### config.mk
export PLATFORM = sky130hd
export DESIGN_NAME = serial_addsub
export DESIGN_NICKNAME = d
export VERILOG_FILES = /design/src/rtl/serial_addsub.sv
export SDC_FILE = /design/constraint.sdc
export NUM_CORES = 1
export LEC_CHECK = 0
export BUFFER_PORTS_ARGS = -buffer_cell sky130_fd_sc_hd__buf_2
export CAP_MARGIN = 40
export CORE_MARGIN = 10
export CORE_UTILIZATION = 50
export DETAILED_ROUTE_END_ITERATION = 12
export PLACE_DENSITY_LB_ADDON = 0.2
export SYNTH_ARGS = -nofsm -noshare
export SYNTH_HDL_FRONTEND = slang
export SYNTH_SLANG_ARGS = --single-unit
### constraint.sdc
create_clock -name clk -period 1.36 [get_ports clk]
set_input_delay 0.136 -clock clk [delete_from_list [all_inputs] [get_ports clk]]
set_output_delay 0.136 -clock clk [all_outputs]
set_load 0.02 [all_outputs]
### src/rtl/serial_addsub.sv
// serial_addsub -- bit-serial adder/subtractor, LSB first, one result bit per clock.
//
// A single 1-bit full-add cell and a carry register walk the latched operands
// from the LSB to the MSB. For subtract, B and the carry-in are inverted when
// the operands are latched, so the cell computes a + ~b + ~cin = a - b - cin.
//
// Ports:
//   clk    in   rising-edge clock
//   rst    in   synchronous active-high reset (overrides start)
//   start  in   request; a, b, cin, s_op latched when accepted (IDLE or DONE only)
//   s_op   in   0 = add, 1 = subtract
//   a, b   in   WIDTH-bit operands
//   cin    in   carry-in (add) / borrow-in (subtract)
//   busy   out  high during the WIDTH bit-cycles of an operation
//   done   out  one-cycle pulse when s/cout (/ovf) are valid
//   s      out  result, held until the edge after the next accepted start
//   cout   out  final carry; in subtract mode 1 = no borrow
//   ovf    out  signed overflow (only when SERIAL_ADDSUB_OVF_EN is defined)
//
// Build option: define SERIAL_ADDSUB_OVF_EN to add the ovf port and its logic.
//
// state | meaning
// ------+-----------------------------------------------------------
// IDLE  | waiting for start
// RUN   | one result bit per cycle; cnt counts bit-cycles left down to 0
// DONE  | result valid, done pulses; start here chains a new operation

module serial_addsub #(
    parameter int WIDTH = 8
) (
    input  logic             clk,
    input  logic             rst,
    input  logic             start,
    input  logic             s_op,
    input  logic [WIDTH-1:0] a,
    input  logic [WIDTH-1:0] b,
    input  logic             cin,
    output logic             busy,
    output logic             done,
    output logic [WIDTH-1:0] s,
    output logic             cout
`ifdef SERIAL_ADDSUB_OVF_EN
    ,
    output logic             ovf
`endif
);

    localparam int CW = $clog2(WIDTH);

    typedef enum logic [1:0] {
        IDLE = 2'd0,
        RUN  = 2'd1,
        DONE = 2'd2
    } state_t;

    state_t state, state_nxt;

    logic             accept;
    logic             last_bit;
    logic [CW-1:0]    cnt;
    logic [WIDTH-1:0] a_sh;
    logic [WIDTH-1:0] b_sh;
    logic             carry;
    logic             sum_bit;
    logic             carry_nxt;

    always_ff @(posedge clk) begin
        if (rst) begin
            state <= IDLE;
        end else begin
            state <= state_nxt;
        end
    end

    always_comb begin
        state_nxt = state;
        busy      = 1'b0;
        done      = 1'b0;
        accept    = 1'b0;
        last_bit  = 1'b0;
        case (state)
            IDLE: begin
                if (start) begin
                    accept    = 1'b1;
                    state_nxt = RUN;
                end
            end
            RUN: begin
                busy = 1'b1;
                if (cnt == '0) begin
                    last_bit  = 1'b1;
                    state_nxt = DONE;
                end
            end
            DONE: begin
                done = 1'b1;
                if (start) begin
                    accept    = 1'b1;
                    state_nxt = RUN;
                end else begin
                    state_nxt = IDLE;
                end
            end
            default: state_nxt = IDLE;
        endcase
    end

    // The single full-add cell.
    assign sum_bit   = a_sh[0] ^ b_sh[0] ^ carry;
    assign carry_nxt = (a_sh[0] & b_sh[0]) | (carry & (a_sh[0] ^ b_sh[0]));

    always_ff @(posedge clk) begin
        if (rst) begin
            a_sh  <= '0;
            b_sh  <= '0;
            cnt   <= '0;
            carry <= 1'b0;
            s     <= '0;
            cout  <= 1'b0;
`ifdef SERIAL_ADDSUB_OVF_EN
            ovf   <= 1'b0;
`endif
        end else if (accept) begin
            // Subtract folds into add here: ~b and ~cin, so the cell never
            // needs to know the operation.
            a_sh  <= a;
            b_sh  <= s_op ? ~b : b;
            carry <= s_op ? ~cin : cin;
            cnt   <= CW'(WIDTH - 1);
        end else if (busy) begin
            a_sh  <= a_sh >> 1;
            b_sh  <= b_sh >> 1;
            carry <= carry_nxt;
            cnt   <= cnt - CW'(1);
            // Result bits enter at the MSB and drift down; after WIDTH
            // shifts bit 0 of the result sits in s[0].
            s     <= {sum_bit, s[WIDTH-1:1]};
            if (last_bit) begin
                cout <= carry_nxt;
`ifdef SERIAL_ADDSUB_OVF_EN
                // carry into the MSB is the current carry register value
                ovf  <= carry ^ carry_nxt;
`endif
            end
        end
    end

endmodule

# ---- Yosys cells after proc, flatten, opt, wreduce, memory -nomap -nowiden
# Cells that the tools add are included.
dict set report totals {
  reg_bits 31
  input_bits 21
  output_inout_bits 11
  elab_cells 47
}
dict set report op_classes {
  n_eq_ne 4
  bitwise 8
  mux 20
  addsub 1
  n_reduce_logical 7
}
# operator n
set op_table {}
lappend op_table {{two-way mux 8 bit} 5}
lappend op_table {{two-way mux 1 bit} 10}
lappend op_table {{inverter 8 bit} 1}
lappend op_table {{two-way mux 3 bit} 2}
lappend op_table {{one-hot mux 2 bit (3 select lines)} 1}
lappend op_table {{two-way mux 2 bit} 2}
lappend op_table {{inequality test 2 bit, second input constant} 2}
lappend op_table {{AND reduction 2 bit} 2}
lappend op_table {{logical NOT 3 bit} 1}
lappend op_table {{AND reduction 3 bit} 1}
lappend op_table {{subtractor 3 x 1 -> 3 bit, second input constant} 1}
lappend op_table {{AND 1 bit} 2}
lappend op_table {{equality test 2 x 1 -> 1 bit, second input constant} 1}
lappend op_table {{equality test 2 bit, second input constant} 1}
lappend op_table {{logical NOT 2 bit} 1}
lappend op_table {{inverter 1 bit} 2}
lappend op_table {{nonzero test 2 bit} 1}
lappend op_table {{OR reduction 2 bit} 1}
lappend op_table {{XOR 1 bit} 2}
lappend op_table {{bitwise OR 1 bit} 1}

# ---- Depth between registers and ports, before layout
dict set report depth {
  depth_word 5
  depth_mapped 6
  depth_no_buf 5
}

# ---- Worst setup path before layout
# OpenSTA, ideal clock, no wires.
dict set report synth_timing {
  path_type {reg-to-reg}
  startpoint {register a_sh[0]}
  endpoint {register carry}
  period_less_slack_ns 1.097
  path_stages_with_launch 4
  t_arrival_ns 0.965
  setup_ns 0.132
  required_time_ns 1.228
  n_path_buf 0
  slack_ns 0.263
  path_cell_list {dfxtp_1 > fa_1 > a22oi_1 > a21oi_1}
}
dict set report synth_between {
  elab_chain_len 5
  elab_cells_between_ends 6
  classes_between {mux (2); bitwise (4)}
}
# item line_no
set synth_rtl {}
lappend synth_rtl {{from (decl)} 61} ;# logic [WIDTH-1:0] a_sh;
lappend synth_rtl {{from (signal assigned)} 131} ;# a_sh <= a_sh >> 1;
lappend synth_rtl {{XOR 1 bit} 110} ;# assign carry_nxt = (a_sh[0] & b_sh[0]) | (carry & (a_sh[0] ^ b_sh[0]));
lappend synth_rtl {{AND 1 bit} 110}
lappend synth_rtl {{bitwise OR 1 bit (*)} 110}
lappend synth_rtl {{via carry_nxt} 65} ;# logic carry_nxt;
lappend synth_rtl {{two-way mux 1 bit (*)} 130} ;# end else if (busy) begin
lappend synth_rtl {{two-way mux 1 bit (*)} 123} ;# end else if (accept) begin
lappend synth_rtl {{to (signal assigned)} 128} ;# carry <= s_op ? ~cin : cin;
lappend synth_rtl {{to (signal assigned)} 133} ;# carry <= carry_nxt;
lappend synth_rtl {{to (decl)} 63} ;# logic carry;
# The timed path passes the listed nets; every way through them passes the cells marked *. The select of a mux whose other input is x is not followed.
# A chain may end at the register's enable or synchronous reset.

# ---- Worst setup path in the final report
dict set report layout_timing {
  startpoint {register state[1]}
  endpoint {output port busy}
}
dict set report layout_between {
  elab_chain_len 2
}
# item line_no
set layout_rtl {}
lappend layout_rtl {{from (decl)} 56} ;# state_t state, state_nxt;
lappend layout_rtl {{from (signal assigned)} 71} ;# state <= state_nxt;
lappend layout_rtl {{equality test 2 x 1 -> 1 bit} 81} ;# case (state)
lappend layout_rtl {{two-way mux 1 bit} 81}
lappend layout_rtl {{to (decl)} 38} ;# output logic busy,
# No other way between the ends.

==> run_results.csv <==
group,metric,value,unit
grt,grt_usage,12.4,%
synthesis,ys_seq_area_share,44.2,%
min_path,worstHoldEndpoint,"a_sh[0]",
routing,drtIter0Drc,25,
synthesis,yosysWarnings,0,
min_path,hold_path_class,"in2reg",
routing,viasPerCell,5.40,
synthesis,synthCells,156,
worst_setup_path,r2r_start,"state[1]",
pwr,finalPower,2.03,mW
clocking,cts_tree,"done",
worst_setup_path,worstPathCellList,"nand2b_4, bufinv_16, buf_4",
floorplanning,die_h,73.0,um
sta,hold_slack,0.0803,ns
placement,portBuffers,31,
grt,overflow,0,
clocking,postCtsHoldBufs,0,
worst_setup_path,max_stage_delay,0.32,ns
synthesis,synth-simple-area-share,19.8,%
synthesis,muxShareOfSynthArea,0.712,%
clocking,clkSlewWorstSetupHoldPaths,0.09,ns
synthesis,synth_xor_area_share,5.61,%
routing,drc_errors,0,
pwr,p_leak,0.684,nW
sta,rsz0062_at_grt,"no",
floorplanning,coreArea,2710,um2
final_layout,num-fill-cells,258,
final_layout,area_delta_synth_final,18.9,%
grt,grt_pass1_vias,1186,
floorplanning,initial_utilization,51.8,%
grt,grt_pass1_wl,5240,um
synthesis,syn_area_per_cell,9.01,um2
routing,wl_per_cell,14.5,um
pwr,p_per_area,1210,nW/um2
final_layout,layout_common_cells,"30 x dfxtp_1, 30 x buf_2, 22 x nand2_1",
final_layout,layout-drive-gt1-share,29.9,%
worst_setup_path,cp-end-kind,"primary output",
min_path,min_path_cells,3,
routing,wl,3170,um
placement,place_area,1560,um2
final_layout,final_area,1670,um2
worst_setup_path,crit_type,"reg2out",
sta,finalClockSkew,0.00659,ns
floorplanning,std_cell_rows,19,
worst_setup_path,crit_required,1.22,ns
clocking,clock-sinks,31,
synthesis,synthAdderAreaFrac,3.21,%
final_layout,fin_util,61.6,%
routing,ant_nets,0,
grt,grt_start_max_net_pins,32,
sta,setup_viol_count_final,0,
floorplanning,dieWidth,73.0,um
worst_setup_path,r2r_setup_slack,0.14,ns
sta,relSlewSlack,60.1,%
synthesis,synth-compound-area-share,18.2,%
synthesis,synth_top_family_by_area,"simple AND/OR/NAND/NOR gates",
sta,hold_violations,0,
placement,gp_congestion,0.739,
grt,antenna_found_initial,0,
routing,via_count,1177,
final_layout,antennaDiodeCount,0,
min_path,worstHoldStart,"a[0]",
placement,hpwl,2160,um
flow_run,drv_cap,0,
synthesis,yosys.cell_types.count,30,
clocking,ctsLongestPathBuffers,2,
pwr,ir_drop,0.000878,V
sta,tightest_slew,0.599,ns
final_layout,layout.nets,210,
worst_setup_path,worst_setup_path_start_kind,"flop",
sta,min_period,1.30,ns
clocking,cts-root-buf,"clkbuf_4",
routing,dr.pass1.iters,4,
sta,min_period_over_period,95.9,%
sta,max_freq,767,MHz
clocking,insertion_delay,0.34,ns
synthesis,syn_area,1410,um2
clocking,numCtsBuffers,5,
worst_setup_path,cp_slowest_cell,"dfxtp_1",
floorplanning,ioPinCount,32,
sta,slew_violations,0,
sta,setup_tns,0,ns
outcome,status,"completed",
worst_setup_path,crit_arrival,1.17,ns
synthesis,synth_seq_cells,31,
worst_setup_path,ff2ff_path_depth,5,
clocking,cts_max_level,2,
worst_setup_path,r2r_end,"a_sh[6]",
floorplanning,die_area,5330,um2
worst_setup_path,worst-path-max-fanout,16,
synthesis,syn-num-nets,180,
## routing by layer
metal,GRT usage [%],part of all wire (%),wire [um]
met1,12.9,40,1280
met2,20.6,51,1620
met3,5.99,6.7,213
met4,5.06,1.6,52
met5,0,0,0
## synth_stat cells, drive strengths merged
cell type / instances / area [um2]
a211oi: 2 / 20.0
a21oi: 16 / 80.1
a22oi: 5 / 37.5
a311oi: 5 / 68.8
a31oi: 1 / 6.26
buf: 12 / 91.3
clkbuf: 2 / 7.51
dfxtp: 31 / 621
fa: 1 / 20.0
ha: 2 / 25.0
inv: 3 / 18.8
mux2i: 1 / 10.0
nand2: 26 / 108
nand2b: 4 / 25.0
nand3: 6 / 30.0
nand4b: 1 / 8.76
nor2: 5 / 18.8
nor2b: 2 / 12.5
nor3: 15 / 75.1
o21ai: 1 / 5.00
o22ai: 6 / 37.5
xor2: 9 / 78.8
## state kept, by name, indices dropped and copies added (netlist names)
name and count:
a_sh 8, b_sh 8, s 8, cnt 3, state 2, carry 1
cout 1
## worst max-delay path by stage
stage / startpoint / end / slack [ns] / cells after the start
6_report: state[1] / busy / 0.06 / 3
3_3_place_gp: state[1] / a_sh[2] / 0.19 / 4
3_5_place_dp: state[1] / a_sh[6] / 0.10 / 4
4_1_cts: state[1] / busy / 0.002 / 3
5_1_grt: state[1] / busy / 0.01 / 3
2_1_floorplan: a_sh[0] / carry / 0.26 / 3
## power by group
group | switching [mW] | total (mW) | leakage (nW) | internal, mW
clock network | 0.303 | 0.607 | 0.0386 | 0.304
registers | 0.0444 | 1.02 | 0.255 | 0.977
logic | 0.216 | 0.401 | 0.390 | 0.185
## per-stage QoR
stage | worst slack [ns] | cells
finish | 0.0554 | 218
global route | 0.0133 | 218
CTS | 0.00245 | 217
detailed placement | 0.105 | 208
global placement | 0.191 | 208
floorplan | 0.263 | 156
## cell families (layout without fill, tap and decap cells)
logic type | count (synthesis) | count (layout)
and+or+nand+nor | 59 | 59
AOI/OAI and AO/OA | 36 | 36
DFF | 31 | 31
buffers and inverters | 17 | 48
xor gates and xnor gates | 9 | 9
adders and majority gates | 3 | 3
muxes | 1 | 1
## critical path, delay by kind of cell (launching register included)
kind | cells | cell delay (ns)
buffers and inverters | 2 | 0.37
DFF | 1 | 0.32
and+or+nand+nor | 1 | 0.14
## final cells by class
class	instances	area (um2)	share of cell area, %
multi-input combinational	108	674	40.4
inverter	3	37.5	2.25
clock buffer	8	68.8	4.12
sequential	31	622	37.2
tap	31	38.8	2.32
timing repair buffer	36	220	13.2
timing repair inverter	1	8.76	0.524
## timing repair
item,4_1_cts,5_1_grt
pin swaps,0,0
gates cloned,1,0
gates resized for setup,5,0
buffers inserted,0,1
endpoints found under the setup margin,1,1
(Power assumes the default switching activity.)
